$ cat config.mk
export PLATFORM = sky130hd
export DESIGN_NAME = rr_ring_arbiter
export DESIGN_NICKNAME = d
export VERILOG_FILES = /design/src/rtl/rr_ring_arbiter_pkg.sv /design/src/rtl/ring_priority_pick.sv /design/src/rtl/rr_ring_arbiter.sv
export SDC_FILE = /design/constraint.sdc
export NUM_CORES = 1
export LEC_CHECK = 0
export ABC_CLOCK_PERIOD_IN_PS = 4600
export CORE_UTILIZATION = 50
export DETAILED_ROUTE_END_ITERATION = 6
export HOLD_SLACK_MARGIN = 0.06
export PLACE_DENSITY = 0.86
export SLEW_MARGIN = 20
export SYNTH_ARGS = -nofsm -noshare
export SYNTH_HDL_FRONTEND = slang
export SYNTH_SLANG_ARGS = --single-unit
export TNS_END_PERCENT = 20
$ cat constraint.sdc
create_clock -name clk -period 4.6 [get_ports clk]
set_clock_uncertainty 0.15 [all_clocks]
set_input_delay 0.46 -clock clk [delete_from_list [all_inputs] [get_ports clk]]
set_output_delay 0.46 -clock clk [all_outputs]
set_load 0.02 [all_outputs]
$ cat src/rtl/rr_ring_arbiter_pkg.sv
// Shared types and helpers for the rr_ring_arbiter slice: state encoding,
// ring rotation and one-hot decode, sized for up to MAX_N requesters.
package rr_ring_arbiter_pkg;

    localparam int unsigned MAX_N = 16;

    typedef enum logic {
        ST_IDLE = 1'b0,
        ST_BUSY = 1'b1
    } state_e;

    // Rotate the low n bits of v left by one; bits at and above n are cleared.
    function automatic logic [MAX_N-1:0] rotl(input logic [MAX_N-1:0] v,
                                              input int unsigned     n);
        logic [MAX_N-1:0] mask;
        mask = (n >= MAX_N) ? '1 : ((MAX_N'(1) << n) - MAX_N'(1));
        return ((v << 1) | (v >> (n - 1))) & mask;
    endfunction

    function automatic logic [3:0] onehot_to_idx(input logic [MAX_N-1:0] v);
        logic [3:0] idx;
        idx = '0;
        for (int unsigned i = 0; i < MAX_N; i++) begin
            if (v[i]) idx = idx | 4'(i);
        end
        return idx;
    endfunction

endpackage

$ cat src/rtl/ring_priority_pick.sv
// Circular priority pick: first set bit of req at or above the one-hot ptr,
// wrapping to bit 0. Result is one-hot, or zero when req is empty.
module ring_priority_pick #(
    parameter int N = 4
) (
    input  logic [N-1:0] req,
    input  logic [N-1:0] ptr,
    output logic [N-1:0] pick
);

    localparam logic [2*N-1:0] ONE = {{(2*N-1){1'b0}}, 1'b1};

    logic [2*N-1:0] dbl_req;
    logic [2*N-1:0] ptr_ext;
    logic [2*N-1:0] masked;
    logic [2*N-1:0] lowest;

    // Doubling req lets the lowest set bit at/above ptr in the upper copy
    // stand in for the wrapped search; folding both halves yields one bit.
    always_comb begin
        dbl_req = {req, req};
        ptr_ext = {{N{1'b0}}, ptr};
        masked  = dbl_req & ~(ptr_ext - ONE);
        lowest  = masked & (~masked + ONE);
        pick    = lowest[N-1:0] | lowest[2*N-1:N];
    end

endmodule

$ cat src/rtl/rr_ring_arbiter.sv
// Round-robin ring arbiter with registered one-hot grant and zero-bubble handoff.
// Define RR_RING_ARBITER_TIMEOUT_EN to revoke owners after MAX_HOLD cycles.
module rr_ring_arbiter
    import rr_ring_arbiter_pkg::*;
#(
    parameter int N        = 4,
    parameter int MAX_HOLD = 8,
    parameter int IDW      = $clog2(N)
) (
    input  logic           clk,
    input  logic           reset_n,
    input  logic [N-1:0]   req,
    output logic [N-1:0]   gnt,
    output logic [IDW-1:0] gnt_id,
    output logic           busy,
    output logic           preempt
);

    if (N < 2 || N > 16 || MAX_HOLD < 2) begin : g_bad_cfg
        $error("rr_ring_arbiter: N must be 2..16 and MAX_HOLD >= 2");
    end

    state_e         state_q, state_d;
    logic [N-1:0]   gnt_q, gnt_d;
    logic [N-1:0]   ptr_q, ptr_d;
    logic [IDW-1:0] gnt_id_q, gnt_id_d;
    logic [N-1:0]   gnt_rot;
    logic [N-1:0]   pick_req, pick_ptr, pick_gnt;
    logic           owner_req;

    // One picker serves both paths: in BUSY the owner is masked out, which is
    // a no-op on release and excludes it on preemption.
    always_comb begin
        gnt_rot   = N'(rotl(MAX_N'(gnt_q), N));
        owner_req = |(req & gnt_q);
        if (state_q == ST_IDLE) begin
            pick_req = req;
            pick_ptr = ptr_q;
        end else begin
            pick_req = req & ~gnt_q;
            pick_ptr = gnt_rot;
        end
    end

    ring_priority_pick #(.N(N)) u_pick (
        .req  (pick_req),
        .ptr  (pick_ptr),
        .pick (pick_gnt)
    );

`ifdef RR_RING_ARBITER_TIMEOUT_EN
    localparam int HCW = (MAX_HOLD > 2) ? $clog2(MAX_HOLD) : 1;

    logic [HCW-1:0] hold_q, hold_d;
    logic           preempt_q, preempt_d;
`endif

    always_comb begin
        state_d = state_q;
        gnt_d   = gnt_q;
        ptr_d   = ptr_q;
`ifdef RR_RING_ARBITER_TIMEOUT_EN
        hold_d    = hold_q;
        preempt_d = 1'b0;
`endif
        case (state_q)
            ST_IDLE: begin
                if (|req) begin
                    gnt_d   = pick_gnt;
                    state_d = ST_BUSY;
`ifdef RR_RING_ARBITER_TIMEOUT_EN
                    hold_d  = '0;
`endif
                end
            end
            ST_BUSY: begin
                if (!owner_req) begin
                    ptr_d = gnt_rot;
                    gnt_d = pick_gnt;
                    if (pick_gnt == '0) state_d = ST_IDLE;
`ifdef RR_RING_ARBITER_TIMEOUT_EN
                    hold_d = '0;
`endif
                end else begin
`ifdef RR_RING_ARBITER_TIMEOUT_EN
                    if (hold_q == HCW'(MAX_HOLD - 1)) begin
                        hold_d = '0;
                        if (|pick_gnt) begin
                            ptr_d     = gnt_rot;
                            gnt_d     = pick_gnt;
                            preempt_d = 1'b1;
                        end
                    end else begin
                        hold_d = hold_q + 1'b1;
                    end
`endif
                end
            end
            default: begin
                state_d = ST_IDLE;
                gnt_d   = '0;
            end
        endcase
        gnt_id_d = IDW'(onehot_to_idx(MAX_N'(gnt_d)));
    end

    always_ff @(posedge clk or negedge reset_n) begin
        if (!reset_n) begin
            state_q  <= ST_IDLE;
            gnt_q    <= '0;
            ptr_q    <= {{(N-1){1'b0}}, 1'b1};
            gnt_id_q <= '0;
        end else begin
            state_q  <= state_d;
            gnt_q    <= gnt_d;
            ptr_q    <= ptr_d;
            gnt_id_q <= gnt_id_d;
        end
    end

`ifdef RR_RING_ARBITER_TIMEOUT_EN
    always_ff @(posedge clk or negedge reset_n) begin
        if (!reset_n) begin
            hold_q    <= '0;
            preempt_q <= 1'b0;
        end else begin
            hold_q    <= hold_d;
            preempt_q <= preempt_d;
        end
    end

    assign preempt = preempt_q;
`else
    assign preempt = 1'b0;
`endif

    assign gnt    = gnt_q;
    assign gnt_id = gnt_id_q;
    assign busy   = (state_q == ST_BUSY);

endmodule
==> flow_summary_export.csv, run 1 <==
group,metric,value,unit
outcome,outcome,"finished, final reports clean",
floorplanning,initial_core_util,53.86,%
clock_network,cts_root_buffer,"clkbuf_4",
grt,grt-ovfl-total,0,
sta,tns,0,ns
grt,grt.total_usage,24.89,%
sta,rsz0062_at_grt,"false",
power,cellLeakagePower,0.3985,nW
synth,yosys-mux-area-fraction,6.555,%
clock_network,cts_tree,"built",
worst_setup_path,cp_data_arrival_time,3.03,ns
sta,timing.fmax,329.8,MHz
synth,synth_area_leaders,"dfrtp_1 (30%), nand2_1 (4.1%), dfstp_2 (3.2%)",
finish,antennaDiodeCount,0,
routing,first_pass_iters,4,
sta,hold_viol,0,
floorplanning,die_h,42.52,um
sta,maxSlewHeadroom,66.37,%
floorplanning,num_io_pins,14,
sta,maxSlewViolCount,0,
synth,synth_top_area_share,30.49,%
worst_setup_path,critPathKind,"reg -> reg",
worst_setup_path,critPathLaunchType,"register",
routing,postRouteAntennaNets,0,
sta,period_needed,3.032,ns
job,max_cap_viol_count,0,
synth,synth_warnings,0,
clock_network,cts_buffers,3,
placement,dp_hpwl,1483,um
worst_setup_path,crit_path_end_kind,"register",
grt,grt_pass1_vias,722,
sta,setup-violations-final,0,
finish,fillers,136,
placement,portBuffers,12,
worst_setup_path,required,4.60,ns
synth,syn_area,820.8,um2
clock_network,cts_setup_buffers,0,
worst_setup_path,slowest_stage,"dfrtp_1",
power,irDropWorstVdd,389.6,uV
synth,synth_most_common_cell,"dfrtp_1",
routing,via_count,763,
synth,netlist.top_cell.by_area,"dfrtp_1",
synth,synth_common_cells,"dfrtp_1 (10), nand2_1 (9), nor2_1 (5), nor3_1 (5)",
worst_hold_path,holdCritPathClass,"reg -> reg",
clock_network,clock_latency,0.26,ns
finish,drive_gt1_share,12.87,%
floorplanning,fp-row-count,14,
synth,ys_seq_elements,11,
floorplanning,die_w,42.52,um
sta,worst_hold_slack,0.3525,ns
clock_network,cts.path.max_buffers,2,
finish,area_growth,17.07,%
synth,synth_area_per_cell,9.327,um2
worst_setup_path,path_cells,"inv_1, a21boi_0, ha_1, or4b_1, nand2_1, nor3_1, or3_1, o32a_1",
routing,drc,0,
sta,worstMarginPinSlew,0.5044,ns
synth,async_reset_ff_share,100.0,%
clock_network,ctsHoldBuffers,0,
synth,yosysSeqAreaShare,33.69,%
grt,antenna_found_initial,0,
placement,place_congestion,0.9372,
clock_network,ctsResizeCount,0,
floorplanning,die-area,1808,um2
sta,fin_crit_sh,65.92,%
clock_network,clock-sinks,11,
finish,final_nets,109,
routing,drt_iter0_drc,26,
power,power_density,756.8,nW/um2
synth,synth_compound_area_share,25.61,%
worst_setup_path,worst-path-max-fanout,18,
clock_network,htreeDepth,1,
synth,synthCells,88,
worst_setup_path,max_stage_delay,0.66,ns
synth,synth_xor_xnor_area_share,3.201,%
synth,synth_top_family_by_area,"compound AO/OA/AOI/OAI gates",
routing,routed_via_density,6.521,
routing,wl_per_cell,16.54,um
routing,routed_wl,1935,um
synth,synth_fa_ha_area_share,1.524,%
synth,syn_nets,95,
floorplanning,core-area,1524,um2
synth,synth_edf_count,0,
clock_network,clk_pin_slew,0.07,ns
synth,yosys.area_share.simple,24.85,%
synth,synth_ff_type,"dfrtp_1",
synth,synth.distinct_cells,48,
grt,grt_max_degree,19,
grt,grt_pass1_wl,3367,um
==> critical path: cells and delay by family (launching register included) <==
family	cells	cell delay (ns)
buffers and inverters	1	0.25
AOI/OAI and AO/OA	2	0.55
DFF	1	0.66
and+or+nand+nor	4	1.01
adders and majority gates	1	0.29
==> registers in the layout, summed over array words and instances, names as in the netlist <==
name and cells:
gnt 4, ptr_q 4, gnt_id 2, busy 1
==> cell usage in the layout (no fill, tap or decap), drive strengths merged, types with 3 or more instances in the layout <==
cell type and n:
nand2 10, clkdlybuf4s50 12, nor2 6, nor3 5, clkbuf 4, mux2 3
a21boi 4, xnor2 3, o211ai 3, dfrtp 10
==> final timing paths <==
kind | from | depth (start not counted) | to | slack [ns]
max | busy | 8 | busy | 1.57
min | ptr_q[0] | 2 | ptr_q[0] | 0.35
max reg2reg | busy | 8 | busy | 1.57
min reg2reg | ptr_q[0] | 2 | ptr_q[0] | 0.35
max in group asynchronous | reset_n | 1 | ptr_q[0] | 3.57
min in group asynchronous | reset_n | 1 | gnt_id[1] | 0.38
==> metal layers <==
metal / track usage [%] / share of wire (%)
met1: 34.70 / 47
met2: 37.85 / 47
met3: 7.759 / 6.2
met4: 5.625 / 0
met5: 0 / 0
==> logic make-up after synthesis <==
group / after synthesis
simple gates: 36
compound gates: 26
flops: 11
mux: 5
buf+inv: 5
xor+xnor: 3
fa+ha+maj: 1
other cells: 1
==> report_power, final <==
part           total, mW  internal [mW]  switching [mW]  leakage (nW)
clock network     0.0631         0.0335          0.0296        0.0150
registers          0.220          0.147          0.0727         0.129
logic              0.444          0.215           0.230         0.254
total              0.727          0.395           0.332         0.399
==> cell type report <==
type	instances	area, um2	area share, %
clock buffers	4	26.28	2.734
inverters	2	7.507	0.7812
multi-input cells	72	510.5	53.13
flip-flops and latches	11	276.5	28.78
well taps	16	20.02	2.083
repair buffers	12	120.1	12.50
==> stage by stage <==
stage	cell area, um2	power, mW	utilization [%]	worst slack, ns	instances
after floorplan	820.8	0.5342	-	1.898	88
after global placement	934.6	0.6541	61.33	1.710	113
after detailed placement	934.6	0.6627	61.33	1.611	113
after CTS	960.9	0.7300	63.05	1.592	117
after global routing	960.9	0.7899	63.05	1.431	117
final	960.9	0.7272	63.05	1.568	117
Power figures use the tool's default switching activity.
==> run 2: changes to the inputs <==
- ABC_CLOCK_PERIOD_IN_PS: 4600 -> 2450
- CORE_UTILIZATION: 50 -> 46
- PLACE_DENSITY: 0.86 -> 0.84
- clock period: 4.6 -> 2.45 ns (I/O delays scaled with it)
==> run 2 against run 1 <==
  * Die area rose by 8.3%
  * Critical path depth stayed put
  * Core utilization is 9.0 points higher
  * Clock-buffer cell count is 1 lower
  * Register-to-register slack got worse by 1.5 ns
  * Largest cell class unchanged
  * Wire length grew 30%
  * Sequential cell count did not move
  * Via count up 15%
  * Clock power grew 100%
  * Cell area grew 20%
  * Non-clock buffer count increased by 16
==> flow_summary_export.csv, run 2 (synthesis gave the netlist of run 1 again) <==
group,metric,value,unit
outcome,outcome,"finished, final reports clean",
clock_network,cts_buffers,3,
sta,hold_viol,0,
clock_network,cts_root_buffer,"clkbuf_4",
routing,first_pass_iters,6,
power,irDropWorstVdd,703.8,uV
floorplanning,initial_core_util,51.49,%
worst_setup_path,critPathLaunchType,"register",
worst_setup_path,critPathKind,"reg -> reg",
routing,postRouteAntennaNets,0,
sta,maxSlewHeadroom,60.74,%
clock_network,ctsHoldBuffers,0,
power,power_density,1481,nW/um2
sta,fin_crit_sh,97.98,%
finish,final_cells,141,
floorplanning,die-area,1957,um2
floorplanning,num_io_pins,14,
clock_network,cts_tree,"built",
grt,grt_pass1_wl,3663,um
worst_setup_path,worstRegToRegCells,8,
worst_setup_path,crit_path_end_kind,"register",
floorplanning,die_h,44.24,um
job,max_cap_viol_count,0,
grt,grt_max_degree,14,
placement,dp_hpwl,1712,um
finish,fillers,115,
finish,drive_gt1_share,34.19,%
sta,maxSlewViolCount,0,
worst_setup_path,r2r_setup_slack,0.05,ns
worst_setup_path,r2r-end,"busy",
clock_network,htreeDepth,1,
routing,drt_iter0_drc,43,
finish,final_nets,125,
placement,portBuffers,12,
worst_setup_path,worst-path-max-fanout,4,
floorplanning,die_w,44.24,um
floorplanning,core-area,1594,um2
routing,via_count,880,
routing,wl_per_cell,17.83,um
power,cellLeakagePower,0.4837,nW
grt,antenna_found_initial,0,
placement,dp.cells,134,
worst_hold_path,holdCritPathClass,"in -> async",
finish,area_growth,39.94,%
floorplanning,fp-row-count,14,
clock_network,clock_latency,0.28,ns
finish,layout_commonest_cell,"buf_4",
clock_network,cts.path.max_buffers,2,
finish,final_cell_mix,"buf_4 (16), clkdlybuf4s50_1 (12), nand2_1 (8), dfrtp_1 (8)",
routing,routed_wl,2514,um
placement,place_congestion,0.9448,
grt,grt_pass1_vias,753,
clock_network,clock-sinks,11,
sta,setup-violations-final,0,
routing,drc,0,
finish,antennaDiodeCount,0,
sta,timing.fmax,416.6,MHz
sta,tns,0,ns
sta,worstMarginPinSlew,0.5835,ns
grt,grt.total_usage,26.34,%
sta,period_needed,2.401,ns
grt,grt-ovfl-total,0,
routing,routed_via_density,6.241,
worst_setup_path,timing.rr.start,"busy",
worst_setup_path,cp_data_arrival_time,2.41,ns
worst_setup_path,required,2.46,ns
clock_network,clk_pin_slew,0.07,ns
-- run 2: report_power, final --
part	internal (mW)	switching (mW)
clock network	0.0606	0.0659
registers	0.279	0.127
logic	0.607	0.562
-- run 2: cell type report --
class	instances	area, um2	area share [%]
Inverter	2	7.507	0.6536
Multi-Input combinational cell	72	564.3	49.13
Tap cell	24	30.03	2.614
Clock inverter	1	5.005	0.4357
Sequential cell	11	279.0	24.29
Timing Repair Buffer	28	240.2	20.92
Clock buffer	3	22.52	1.961
-- run 2: timing repair --
item                       4_1_cts  5_1_grt
gates resized for setup          2        6
pin swaps                        1        1
setup endpoints to repair        2        3
buffers inserted                 1        2
-- run 2: through the flow --
step / worst slack (ns) / power (mW) / area [um2] / hold WS [ns] / util, %
after floorplan: -0.02548 / 1.018 / 832.0 / -0.2006 / -
after global placement: 0.02085 / 1.364 / 1054 / 0.3761 / 66.09
after detailed placement: -0.04046 / 1.392 / 1054 / 0.3947 / 66.09
after CTS: 0.01793 / 1.552 / 1096 / 0.1663 / 68.76
after global routing: -0.01809 / 1.798 / 1149 / 0.1790 / 72.06
final: 0.04937 / 1.701 / 1149 / 0.1467 / 72.06
-- run 2: worst max-delay path, stage by stage, from the launching register on --
cell and delay [ns]:
dfrtp_2 0.46, nand2_2 0.09, a21boi_4 0.19, ha_4 0.18, or4b_4 0.48, nand2b_1 0.11
nor3_1 0.07, or2_1 0.23, o32a_1 0.32
-- run 2: routing by layer --
layer  GRT usage [%]  share of wire [%]  vias to the layer above
li1                -                  -                      399
met5               0                  0                        -
met1           35.82                 42                      420
met3           3.673                6.6                       10
met4           11.52                3.7                        0
met2           41.76                 48                       51
-- run 2: worst max-delay path by stage --
| stage | startpoint | to | slack, ns | cells past startpoint |
|---|---|---|---|---|
| after global placement | busy | busy | 0.02 | 8 |
| final | busy | busy | 0.05 | 8 |
| after CTS | ptr_q[0] | gnt_id[0] | 0.02 | 7 |
| after detailed placement | busy | gnt_id[0] | -0.04 | 8 |
| after global routing | busy | busy | -0.02 | 8 |
| after floorplan | busy | busy | -0.03 | 8 |
